### config.mk
export PLATFORM = sky130hd
export DESIGN_NAME = dma_streamer
export DESIGN_NICKNAME = d
export VERILOG_FILES = /design/src/rtl/dma_pkg.sv /design/src/rtl/dma_burst_calc.sv /design/src/rtl/dma_streamer.sv
export SDC_FILE = /design/constraint.sdc
export NUM_CORES = 1
export LEC_CHECK = 0
export BUFFER_PORTS_ARGS = -buffer_cell sky130_fd_sc_hd__buf_4
export CORE_ASPECT_RATIO = 0.8
export CORE_MARGIN = 4
export CORE_UTILIZATION = 35
export DETAILED_ROUTE_END_ITERATION = 8
export GPL_TIMING_DRIVEN = 0
export PLACE_DENSITY = 0.65
export SETUP_SLACK_MARGIN = 0.02
export SLEW_MARGIN = 20
export SYNTH_ARGS = -nofsm -noshare
export SYNTH_HDL_FRONTEND = slang
export SYNTH_SLANG_ARGS = --single-unit
### constraint.sdc
create_clock -name clk -period 5.6 [get_ports clk]
set_input_delay 0 -clock clk [delete_from_list [all_inputs] [get_ports clk]]
set_output_delay 0 -clock clk [all_outputs]
set_load 0.02 [all_outputs]
### src/rtl/dma_pkg.sv
// Shared DMA types and constants for the AXI request streamers.
package dma_pkg;

    localparam int unsigned DMA_ADDR_W    = 32;
    localparam int unsigned DMA_DATA_W    = 512;
    localparam int unsigned DMA_BPB       = DMA_DATA_W / 8;
    localparam int unsigned DMA_MAX_BEATS = 16;
    localparam int unsigned DMA_BOUNDARY  = 4096;

    typedef struct packed {
        logic [DMA_ADDR_W-1:0] addr;
        logic [7:0]            alen;
        logic [2:0]            size;
        logic [DMA_BPB-1:0]    strb;
        logic                  valid;
    } s_dma_axi_req_t;

    typedef struct packed {
        logic ready;
    } s_dma_axi_resp_t;

    typedef struct packed {
        logic [DMA_ADDR_W-1:0] addr;
        logic [DMA_ADDR_W-1:0] num_bytes;
    } s_dma_desc_t;

    typedef enum logic [1:0] {
        IDLE,
        CALC,
        REQ,
        DONE
    } dma_strm_st_t;

endpackage

### src/rtl/dma_burst_calc.sv
// Combinational burst sizing: picks the largest AXI-legal request for the
// current address and remaining byte count.
module dma_burst_calc #(
    parameter int unsigned ADDR_W    = 32,
    parameter int unsigned BPB       = 64,
    parameter int unsigned MAX_BEATS = 16,
    parameter int unsigned BOUNDARY  = 4096
) (
    input  logic [ADDR_W-1:0] cur_addr,
    input  logic [ADDR_W-1:0] remaining,
    output logic [7:0]        alen,
    output logic [2:0]        size,
    output logic [BPB-1:0]    strb,
    output logic [ADDR_W:0]   bytes
);

    localparam int unsigned W       = ADDR_W + 1;
    localparam int unsigned SW      = 2 * BPB;
    localparam int unsigned LOG_BPB = $clog2(BPB);
    localparam logic [W-1:0] BPB_W  = W'(BPB);
    localparam logic [W-1:0] BPB_M  = W'(BPB - 1);
    localparam logic [W-1:0] BND_W  = W'(BOUNDARY);
    localparam logic [W-1:0] BND_M  = W'(BOUNDARY - 1);
    localparam logic [W-1:0] MAXB_W = W'(MAX_BEATS);

    logic [W-1:0] addr_w;
    logic [W-1:0] rem_w;
    logic [W-1:0] rem_beats;
    logic [W-1:0] bnd_beats;
    logic [W-1:0] beats;
    logic [W-1:0] p;
    logic [2:0]   nsize;
    logic         full;

    always_comb begin
        addr_w    = {1'b0, cur_addr};
        rem_w     = {1'b0, remaining};
        full      = ((addr_w & BPB_M) == '0) && (rem_w >= BPB_W);
        rem_beats = rem_w >> LOG_BPB;
        bnd_beats = (BND_W - (addr_w & BND_M)) >> LOG_BPB;

        beats = rem_beats;
        if (MAXB_W < beats)    beats = MAXB_W;
        if (bnd_beats < beats) beats = bnd_beats;

        // Both conditions are monotone in p, so the last hit is the largest.
        nsize = '0;
        for (int unsigned k = 0; k <= LOG_BPB; k++) begin
            if (((W'(1) << k) <= rem_w) &&
                ((addr_w & ((W'(1) << k) - W'(1))) == '0))
                nsize = 3'(k);
        end
        p = W'(1) << nsize;

        if (full) begin
            alen  = 8'(beats - W'(1));
            size  = 3'(LOG_BPB);
            strb  = '1;
            bytes = beats << LOG_BPB;
        end else begin
            alen  = '0;
            size  = nsize;
            strb  = BPB'(((SW'(1) << p) - SW'(1)) << (addr_w & BPB_M));
            bytes = p;
        end
    end

endmodule

### src/rtl/dma_streamer.sv
// Splits one DMA descriptor into a stream of AXI-legal request bursts.
module dma_streamer
    import dma_pkg::*;
#(
    parameter int unsigned ADDR_W    = DMA_ADDR_W,
    parameter int unsigned DATA_W    = DMA_DATA_W,
    parameter int unsigned MAX_BEATS = DMA_MAX_BEATS,
    parameter int unsigned BOUNDARY  = DMA_BOUNDARY
) (
    input  logic            clk,
    input  logic            rstn,
    input  logic            dma_go_i,
    input  logic [ADDR_W-1:0] desc_addr_i,
    input  logic [ADDR_W-1:0] desc_num_bytes_i,
    input  logic            dma_active_i,
    input  logic            clear_dma_i,
    output s_dma_axi_req_t  dma_axi_req_o,
    input  s_dma_axi_resp_t dma_axi_resp_i,
    output logic            busy_o,
    output logic            done_o
);

    localparam int unsigned BPB = DATA_W / 8;

    dma_strm_st_t      state_q, state_d;
    s_dma_desc_t       desc;
    logic [ADDR_W-1:0] cur_addr_q;
    logic [ADDR_W-1:0] remaining_q;
    logic [7:0]        alen_q;
    logic [2:0]        size_q;
    logic [BPB-1:0]    strb_q;
    logic [ADDR_W:0]   bytes_q;

    logic [7:0]        calc_alen;
    logic [2:0]        calc_size;
    logic [BPB-1:0]    calc_strb;
    logic [ADDR_W:0]   calc_bytes;
    logic              handshake;

    assign desc      = '{addr: desc_addr_i, num_bytes: desc_num_bytes_i};
    assign handshake = dma_active_i && (state_q == REQ) && dma_axi_resp_i.ready;

    dma_burst_calc #(
        .ADDR_W    (ADDR_W),
        .BPB       (BPB),
        .MAX_BEATS (MAX_BEATS),
        .BOUNDARY  (BOUNDARY)
    ) u_calc (
        .cur_addr  (cur_addr_q),
        .remaining (remaining_q),
        .alen      (calc_alen),
        .size      (calc_size),
        .strb      (calc_strb),
        .bytes     (calc_bytes)
    );

    always_comb begin
        state_d = state_q;
        if (!dma_active_i) begin
            state_d = IDLE;
        end else begin
            unique case (state_q)
                IDLE: if (dma_go_i)
                          state_d = (desc.num_bytes == '0) ? DONE : CALC;
                CALC: state_d = REQ;
                REQ:  if (dma_axi_resp_i.ready)
                          state_d = ({1'b0, remaining_q} == bytes_q) ? DONE : CALC;
                DONE: if (clear_dma_i)
                          state_d = IDLE;
                default: state_d = IDLE;
            endcase
        end
    end

    always_ff @(posedge clk or negedge rstn) begin
        if (!rstn) begin
            state_q     <= IDLE;
            cur_addr_q  <= '0;
            remaining_q <= '0;
            alen_q      <= '0;
            size_q      <= '0;
            strb_q      <= '0;
            bytes_q     <= '0;
        end else begin
            state_q <= state_d;
            if (dma_active_i && state_q == IDLE && dma_go_i) begin
                cur_addr_q  <= desc.addr;
                remaining_q <= desc.num_bytes;
            end
            if (dma_active_i && state_q == CALC) begin
                alen_q  <= calc_alen;
                size_q  <= calc_size;
                strb_q  <= calc_strb;
                bytes_q <= calc_bytes;
            end
            if (handshake) begin
                cur_addr_q  <= cur_addr_q + bytes_q[ADDR_W-1:0];
                remaining_q <= remaining_q - bytes_q[ADDR_W-1:0];
            end
        end
    end

    always_comb begin
        dma_axi_req_o       = '0;
        dma_axi_req_o.addr  = cur_addr_q;
        dma_axi_req_o.alen  = alen_q;
        dma_axi_req_o.size  = size_q;
        dma_axi_req_o.strb  = strb_q;
        dma_axi_req_o.valid = (state_q == REQ);
    end

    assign busy_o = (state_q != IDLE);
    assign done_o = (state_q == DONE);

endmodule

-- Word level (Yosys, flattened, before mapping)
Index checks and enable logic that the tools add are counted.
- add/sub/neg operators: 5
- magnitude comparators: 9
- eq/ne operators: 7
- shifts and indexed selects: 3
- mux-type cells: 23
- reductions and logical operators: 23
- operators by type and width (cell ; number):
    $logic_not A33 Y1 ; 6
    $mux W32 ; 4
    $shl A1 B33 Y128 const A ; 1
    $shl A128 B6 Y64 ; 1
    $sub A128 B2 Y128 const B ; 1
    $mux W64 ; 1
    $eq A32 B33 Y1 ; 1
    $lt A27 B33 Y1 ; 1
    $mux W33 ; 1
    $shl A1 B3 Y33 const A ; 1
    $add A32 B32 Y32 ; 1
    $ge A32 B7 Y1 const B ; 1
    $le A2 B32 Y1 const A ; 1
    $le A3 B32 Y1 const A ; 1
    $le A4 B32 Y1 const A ; 1
    $le A5 B32 Y1 const A ; 1
    $le A6 B32 Y1 const A ; 1
    $le A7 B32 Y1 const A ; 1
    $logic_not A32 Y1 ; 1
    $sub A32 B32 Y32 ; 1
    $mux W27 ; 1
    $lt A5 B26 Y1 const A ; 1
    $mux W26 ; 1
    $mux W3 ; 6
    14 further kinds ; 33
- bits in registers: 174
- input port bits: 70
- output and inout port bits: 110
- logic and storage cells: 77

-- Logic depth before layout (Yosys ltp)
Gate-level depths: netlist (run 1).
- word-level depth: 13
- depth in mapped cells: 22
- gate-level depth less buffers: 19

-- Cells and area by module
Synthesis (run 1) repeated with hierarchy kept, for this count alone.
- cells, all modules: 1520
- area total of the unflattened synthesis: 13013.7 um^2
- by module, submodules not included (module ; instances ; cells each ; area each (um^2) ; seq. area each (um^2)):
    dma_streamer ; 1 ; 1028 ; 10181.0 ; 4354.2
    dma_burst_calc ; 1 ; 492 ; 2832.7 ; 0.0

-- Worst setup path after synthesis (run 1)
No wires, ideal clock.
- path type: reg2reg
- start: register cur_addr_q[1]
- end: register alen_q[6]
- setup time: 121 ps
- data arrival time: 5028 ps
- data required time: 5479 ps
- path slack: 451 ps
- stages on the path, launching flop included: 20
- buffers on the path: 3
- clock period less this slack: 5149 ps
- path through: dfrtp_1 > buf_6 > or4_4 > or3_1 > buf_6 > or3_4 > or2_4 > or3_4 > and2_2 > ha_1 > nand4_1 > o31ai_1 > clkbuf_1 > nor2_1 > a31oi_1 > ha_1 > nor2_1 > a31oi_1 > o21ai_0 > a22o_1
- cells in the longest elaborated chain, start to end: 5
- elaborated cells between the ends (all ways): 7
- classes of those cells: add/sub: 2; order compare: 1; mux: 2; reduce/logical: 2
- ends and longest elaborated chain (what ; line ; source):
    from (decl) ; dma_streamer.sv:27 ; logic [ADDR_W-1:0] cur_addr_q;
    from (signal assigned) ; dma_streamer.sv:87 ; cur_addr_q <= desc.addr;
    from (signal assigned) ; dma_streamer.sv:97 ; cur_addr_q <= cur_addr_q + bytes_q[ADDR_W-1:0];
    $sub A13 B12 Y14 ; dma_burst_calc.sv:40 ; bnd_beats = (BND_W - (addr_w & BND_M)) >> LOG_BPB;
    $lt A27 B33 Y1 ; dma_burst_calc.sv:44 ; if (bnd_beats < beats) beats = bnd_beats;
    $mux W27 ; dma_burst_calc.sv:44 ;
    $sub A8 B1 Y8 ; dma_burst_calc.sv:56 ; alen = 8'(beats - W'(1));
    $mux W8 (*) ; dma_burst_calc.sv:55 ; if (full) begin
    to (signal assigned) ; dma_streamer.sv:91 ; alen_q <= calc_alen;
    to (decl) ; dma_streamer.sv:29 ; logic [7:0] alen_q;
Every way passes the cells marked *; elsewhere a longest branch is shown, timed or not.
A chain may end at the register's enable or synchronous reset.

-- Final worst setup path (run 1)
- start: register cur_addr_q[3]
- end: register alen_q[6]
Same word-level chain as after synthesis.

==> impl_metrics.json, run 1 <==
{
  "status": "completed",
  "dieHeight_um": 167,
  "grt_use_met1_pct": 34.9,
  "drt_iter0_drc": 1052,
  "p_int_mw": 3.34,
  "ioPinCount": 180,
  "period_share_pct": 95.0,
  "yosysTopAreaCellShare_pct": 39.0,
  "path_class": "reg2reg",
  "ys.flop_type": "dfrtp_1",
  "cp_max_fo": 16,
  "fillCellCount": 3086,
  "fin_skew_ns": 0.0265,
  "avgRoutedWirePerCell_um": 21.8,
  "r2r_cells": 18,
  "synth-edff-count": 0,
  "root_buffer": "clkbuf_16",
  "rrSetupSlack_ns": 0.28,
  "power_frac_comb_pct": 47.1,
  "hp-class": "in2reg",
  "min_period_ns": 5.32,
  "drive_above_1_share_pct": 16.2,
  "p_sw_mw": 2.55,
  "firstDrtPassIters": 5,
  "dp.cells": 1869,
  "core_sq_um": 31400,
  "worstHoldStart": "dma_axi_resp_i",
  "antenna_found_initial": 0,
  "final_area_sq_um": 14300,
  "port_buffers": 179,
  "clock_latency_ns": 0.45,
  "yosys-top-cells-area": "dfrtp_1 (39%), ha_1 (7.9%), a21oi_1 (5.2%)",
  "grt_max_degree": 93,
  "fmax_mhz": 188,
  "clk_pin_slew_ns": 0.08,
  "rows": 58,
  "cts_made_buffers": 17,
  "vias": 11200,
  "crit_path_start": "cur_addr_q[3]",
  "die-area_sq_um": 34600,
  "ir_worst_vdd_uv": 267,
  "clock-sinks": 173,
  "max_slew_margin_pct": 33.0,
  "required_ns": 5.92,
  "fin_util_pct": 45.8,
  "finalWeightedCongestion": 0.988,
  "powerDensity_nw_per_um2": 410,
  "final_cells": 1971,
  "first_global_vias": 11100,
  "gr-usage-met2_pct": 35.9,
  "dieWidth_um": 207,
  "post_cts_buffers": 0,
  "fin_nets": 1677,
  "final-setup-viol-count": 0,
  "syn_inst": 1267,
  "detail_route.vias_per_cell": 5.70,
  "synth.avg_cell_area_sq_um": 8.75,
  "gr-max-usage-layer": "met2",
  "arrival_ns": 5.64,
  "met3_usage_pct": 5.99,
  "p_leak_nw": 6.48,
  "cts_buffer_depth": 2,
  "cap_violations": 0,
  "cts_tree": "done",
  "ys_seq_area_share_pct": 39.0,
  "dp_hpwl_um": 31900,
  "wirelength_um": 42900,
  "initial_core_util_pct": 35.4,
  "rsz0062_at_grt": "no",
  "synth-seq-cells": 173,
  "area_growth_pct": 29.4,
  "seq_power_share_pct": 31.3,
  "timing.final.max_slew_violations": 0,
  "hold_depth": 4,
  "synth_area_sq_um": 11100,
  "worst_slew_pin_slew_ns": 0.980,
  "r2r_start": "cur_addr_q[3]",
  "yosys.area.top_type": "dfrtp_1",
  "drtAntennaViolNets": 0,
  "h-tree-depth": 4,
  "drt_drc_violations_left": 0,
  "gr-total-overflow": 0,
  "grt_pass1_wl_um": 66200,
  "ys_async_sr_fraction_pct": 100,
  "swShare_pct": 43.3,
  "grt_usage_pct": 24.3,
  "synth_common_cells": "dfrtp_1 (173), nor2_1 (124), a21oi_1 (115), o21ai_0 (103), nand2_1 (97)",
  "placed_area_sq_um": 13000,
  "ys_types": 75,
  "report.final.hold_viol_count": 0,
  "ys_warn_count": 0,
  "clkPwrFrac_pct": 21.6,
  "synth_most_common_cell": "dfrtp_1",
  "worst_setup_path_end_kind": "flop",
  "holdWs_ns": 0.0159,
  "start_kind": "flop"
}
## cell usage in the layout, fill, tap and decap left out, types with 7 or more instances in the layout
cell	n
ha_1	69
a21o_1	33
xnor2_1	28
xor2_1	25
inv_1	56
nand2b_1	14
clkbuf_1	51
a21oi_1	115
and2_1	7
a221o_1	21
nand3_1	19
o21ai_0	103
nor4_1	15
buf_4	178
a211oi_1	16
clkbuf_16	17
and3_1	16
o22ai_1	14
or2_2	7
a31oi_1	17
nor2_1	124
dlygate4sd3_1	68
nor2b_1	14
dfrtp_1	173
o21a_1	10
or3_1	11
nor3_1	32
nand2_1	97
nand4_1	14
a22oi_1	27
mux2i_1	9
o31ai_1	15
## layer usage
metal,vias to the layer above,wire length [um]
met2,516,18300
met5,-,0
met3,74,3780
met4,0,1260
met1,5443,19500
li1,5211,-
## power by group through the flow
stage / Combinational [mW] / Clock [mW] / Sequential [mW]
global placement: 2.64 / 0 / 1.85
detailed placement: 2.67 / 0 / 1.86
floorplan: 1.55 / 0 / 2.00
global route: 3.03 / 1.33 / 1.88
finish: 2.77 / 1.27 / 1.84
CTS: 2.73 / 1.29 / 1.83
## final timing paths
| kind | end |
|---|---|
| max reg2reg | alen_q[6] |
| max | alen_q[6] |
| min reg2reg | alen_q[1] |
| min | state_q[1] |
| min in group asynchronous | cur_addr_q[28] |
| max in group asynchronous | strb_q[0] |
## layout make-up
cell class / count / area, sq um / area share (%)
clock inverters: 15 / 193 / 1.34
inverters: 59 / 221 / 1.54
diodes: 3 / 7.51 / 0.0523
well taps: 420 / 526 / 3.66
multi-input cells: 980 / 6360 / 44.3
clock buffers: 17 / 425 / 2.97
flip-flops and latches: 173 / 4330 / 30.2
plain buffers: 56 / 226 / 1.58
repair buffers: 248 / 2060 / 14.4
## sequential cells by signal, indices dropped and copies added (netlist names)
register,flops
alen_q,8
bytes_q,32
cur_addr_q,32
remaining_q,32
size_q,3
state_q,2
strb_q,64
## worst max-delay path, stage by stage (launching register included)
cell and delay [ns]:
dfrtp_1 0.44, buf_2 0.21, or4_4 0.57, or3_1 0.34, buf_6 0.15, or3_4 0.34, or2_4 0.26, or3_4 0.36
and2_2 0.23, ha_1 0.29, nand4_1 0.14, o31ai_4 0.64, nor2_1 0.16, a31oi_4 0.22, ha_2 0.26, nor2_1 0.06
a31oi_1 0.18, o21ai_0 0.11, a22o_1 0.23
## through the flow
stage	setup slack, ns	setup TNS, ns	power [mW]
global route	0.0352	0	6.24
finish	0.279	0	5.89
CTS	0.0803	0	5.85
floorplan	0.451	0	3.55
global placement	-0.154	-0.196	4.49
detailed placement	-0.0931	-0.120	4.52
## cells by family (layout without fill, tap and decap cells)
logic type	after synthesis	after routing	share of synthesized area, %
adder cells (fa/ha/maj)	72	72	8.26
AND/OR/NAND/NOR	400	400	17.5
other	1	6	0.0338
AO/OA/AOI/OAI	437	437	25.4
flip-flops	173	173	39.0
buffers and inverters	116	395	4.07
multiplexers	14	14	1.32
XOR/XNOR	54	54	4.33
## what timing repair did
action	4_1_cts	5_1_grt
gates resized for setup	1	6
endpoints found under the setup margin	2	4
pin swaps	0	1
endpoints found under the hold margin	147	0
hold buffers	68	0
Power figures use the tool's default switching activity.
==> run 2: changes to the inputs <==
==> constraint.sdc (replaced) <==
create_clock -name clk -period 5.35 [get_ports clk]
set_input_delay 0 -clock clk [delete_from_list [all_inputs] [get_ports clk]]
set_output_delay 0 -clock clk [all_outputs]
set_load 0.02 [all_outputs]
==> impl_metrics.json, run 2 (same netlist as run 1, synthesis figures left out) <==
{
  "hold_depth": 4,
  "cap_violations": 0,
  "h-tree-depth": 4,
  "detail_route.vias_per_cell": 5.72,
  "drtAntennaViolNets": 0,
  "arrival_ns": 5.50,
  "first_global_vias": 11100,
  "antenna_found_initial": 0,
  "status": "completed",
  "firstDrtPassIters": 5,
  "rows": 58,
  "timing.final.max_slew_violations": 0,
  "worst_setup_path_end_kind": "flop",
  "report.final.hold_viol_count": 0,
  "start_kind": "flop",
  "r2r_cells": 18,
  "tns_ns": 0,
  "crit_path_top_delay_cell": "or4_4",
  "hp-class": "in2reg",
  "hold_end": "state_q[1]",
  "ioPinCount": 180,
  "fillCellCount": 3071,
  "port_buffers": 179,
  "cp_max_fo": 9,
  "largest_register_ffs": 64,
  "fin_util_pct": 46.1,
  "vias": 11300,
  "clk_pin_slew_ns": 0.08,
  "dp_hpwl_um": 31900,
  "cts_made_buffers": 17,
  "final_common_cell": "buf_4",
  "dieHeight_um": 167,
  "finalWeightedCongestion": 0.988,
  "cts_buffer_depth": 2,
  "dieWidth_um": 207,
  "cp_cell_sequence": "buf_2, or4_4, or3_1, buf_6, or3_4, or2_4, or3_4, and2_2, ha_1, nand4_1, o31ai_4, nor2_1, a31oi_4, ha_4, nor2_1, a31oi_1, o21ai_0, a22o_1",
  "max_slew_margin_pct": 28.3,
  "grt_max_degree": 93,
  "r2r_end": "alen_q[6]",
  "grt_usage_pct": 24.3,
  "fmax_mhz": 193,
  "wirelength_um": 43100,
  "rrSetupSlack_ns": 0.18,
  "die-area_sq_um": 34600,
  "final_cells": 1980,
  "fin_skew_ns": 0.0275,
  "final_cell_mix": "buf_4 (186), dfrtp_1 (173), nor2_1 (123), a21oi_1 (114), o21ai_0 (103)",
  "ir_worst_vdd_uv": 280,
  "root_buffer": "clkbuf_16",
  "top_register": "strb_q",
  "period_share_pct": 96.7,
  "layout_setup_ws_ns": 0.175,
  "area_growth_pct": 30.3,
  "drt_iter0_drc": 1222,
  "core_sq_um": 31400,
  "cp_slowest_stage_delay_ns": 0.57,
  "worst_slew_pin_slew_ns": 1.07,
  "grt_pass1_wl_um": 66200,
  "gr-total-overflow": 0,
  "clock-sinks": 173,
  "worstHoldStart": "dma_axi_resp_i",
  "p_leak_nw": 6.53,
  "initial_core_util_pct": 35.4,
  "cts_tree": "done",
  "fin_nets": 1686,
  "pre_cts_ws_ns": -0.343,
  "avgRoutedWirePerCell_um": 21.8,
  "min_period_ns": 5.17,
  "path_class": "reg2reg",
  "powerDensity_nw_per_um2": 430,
  "clock_latency_ns": 0.45,
  "required_ns": 5.67,
  "dp.cells": 1869,
  "holdWs_ns": 0.0217,
  "final-setup-viol-count": 0,
  "drt_drc_violations_left": 0,
  "r2r_start": "cur_addr_q[3]",
  "drive_above_1_share_pct": 16.9
}
[run 2: timing repair]
item | in CTS | in global routing
endpoints found under the setup margin | 4 | 20
pin swaps | 0 | 2
cloned | 0 | 1
endpoints found under the hold margin | 147 | 0
buffers inserted | 0 | 8
gates resized for setup | 5 | 7
hold buffers | 68 | 0
[run 2: layout make-up]
cell class	count	area [sq um]	share of cell area (%)
Antenna cell	3	7.51	0.0520
Buffer	56	226	1.57
Clock buffer	17	425	2.94
Clock inverter	15	193	1.33
Inverter	59	221	1.53
Multi-Input combinational cell	981	6400	44.3
Sequential cell	173	4330	30.0
Tap cell	420	526	3.64
Timing Repair Buffer	256	2120	14.7
[run 2: metal layers]
layer | GRT usage [%] | up-vias | routed length [um]
li1 | - | 5229 | -
met1 | 35.0 | 5491 | 19600
met2 | 35.8 | 514 | 18400
met3 | 5.99 | 83 | 3860
met4 | 7.99 | 0 | 1280
met5 | 0 | - | 0
[run 2: where the power goes]
| group | internal [mW] | switching, mW |
|---|---|---|
| logic | 1.23 | 1.72 |
| clock network | 0.679 | 0.655 |
| registers | 1.61 | 0.325 |
[run 2: worst max-delay path by stage]
stage                      endpoint  slack [ns]     startpoint
after floorplan           alen_q[6]        0.20  cur_addr_q[1]
after CTS                 alen_q[6]        0.07  cur_addr_q[3]
final                     alen_q[6]        0.18  cur_addr_q[3]
after global placement    alen_q[6]       -0.40  cur_addr_q[3]
after global routing      alen_q[6]       -0.01  cur_addr_q[3]
after detailed placement  alen_q[6]       -0.34  cur_addr_q[3]
[run 2: critical path: cells and delay by family, from the launching register on]
family,cells,cell delay (ns)
simple gates,9,2.49
compound gates,5,1.25
flops,1,0.45
fa+ha+maj,2,0.48
buf+inv,2,0.36
[run 2: through the flow]
| stage | cell area (sq um) | power (mW) |
|---|---|---|
| after detailed placement | 13000 | 4.73 |
| after global routing | 14400 | 6.58 |
| after floorplan | 11100 | 3.72 |
| after global placement | 13000 | 4.70 |
| after CTS | 14300 | 6.13 |
| final | 14500 | 6.22 |
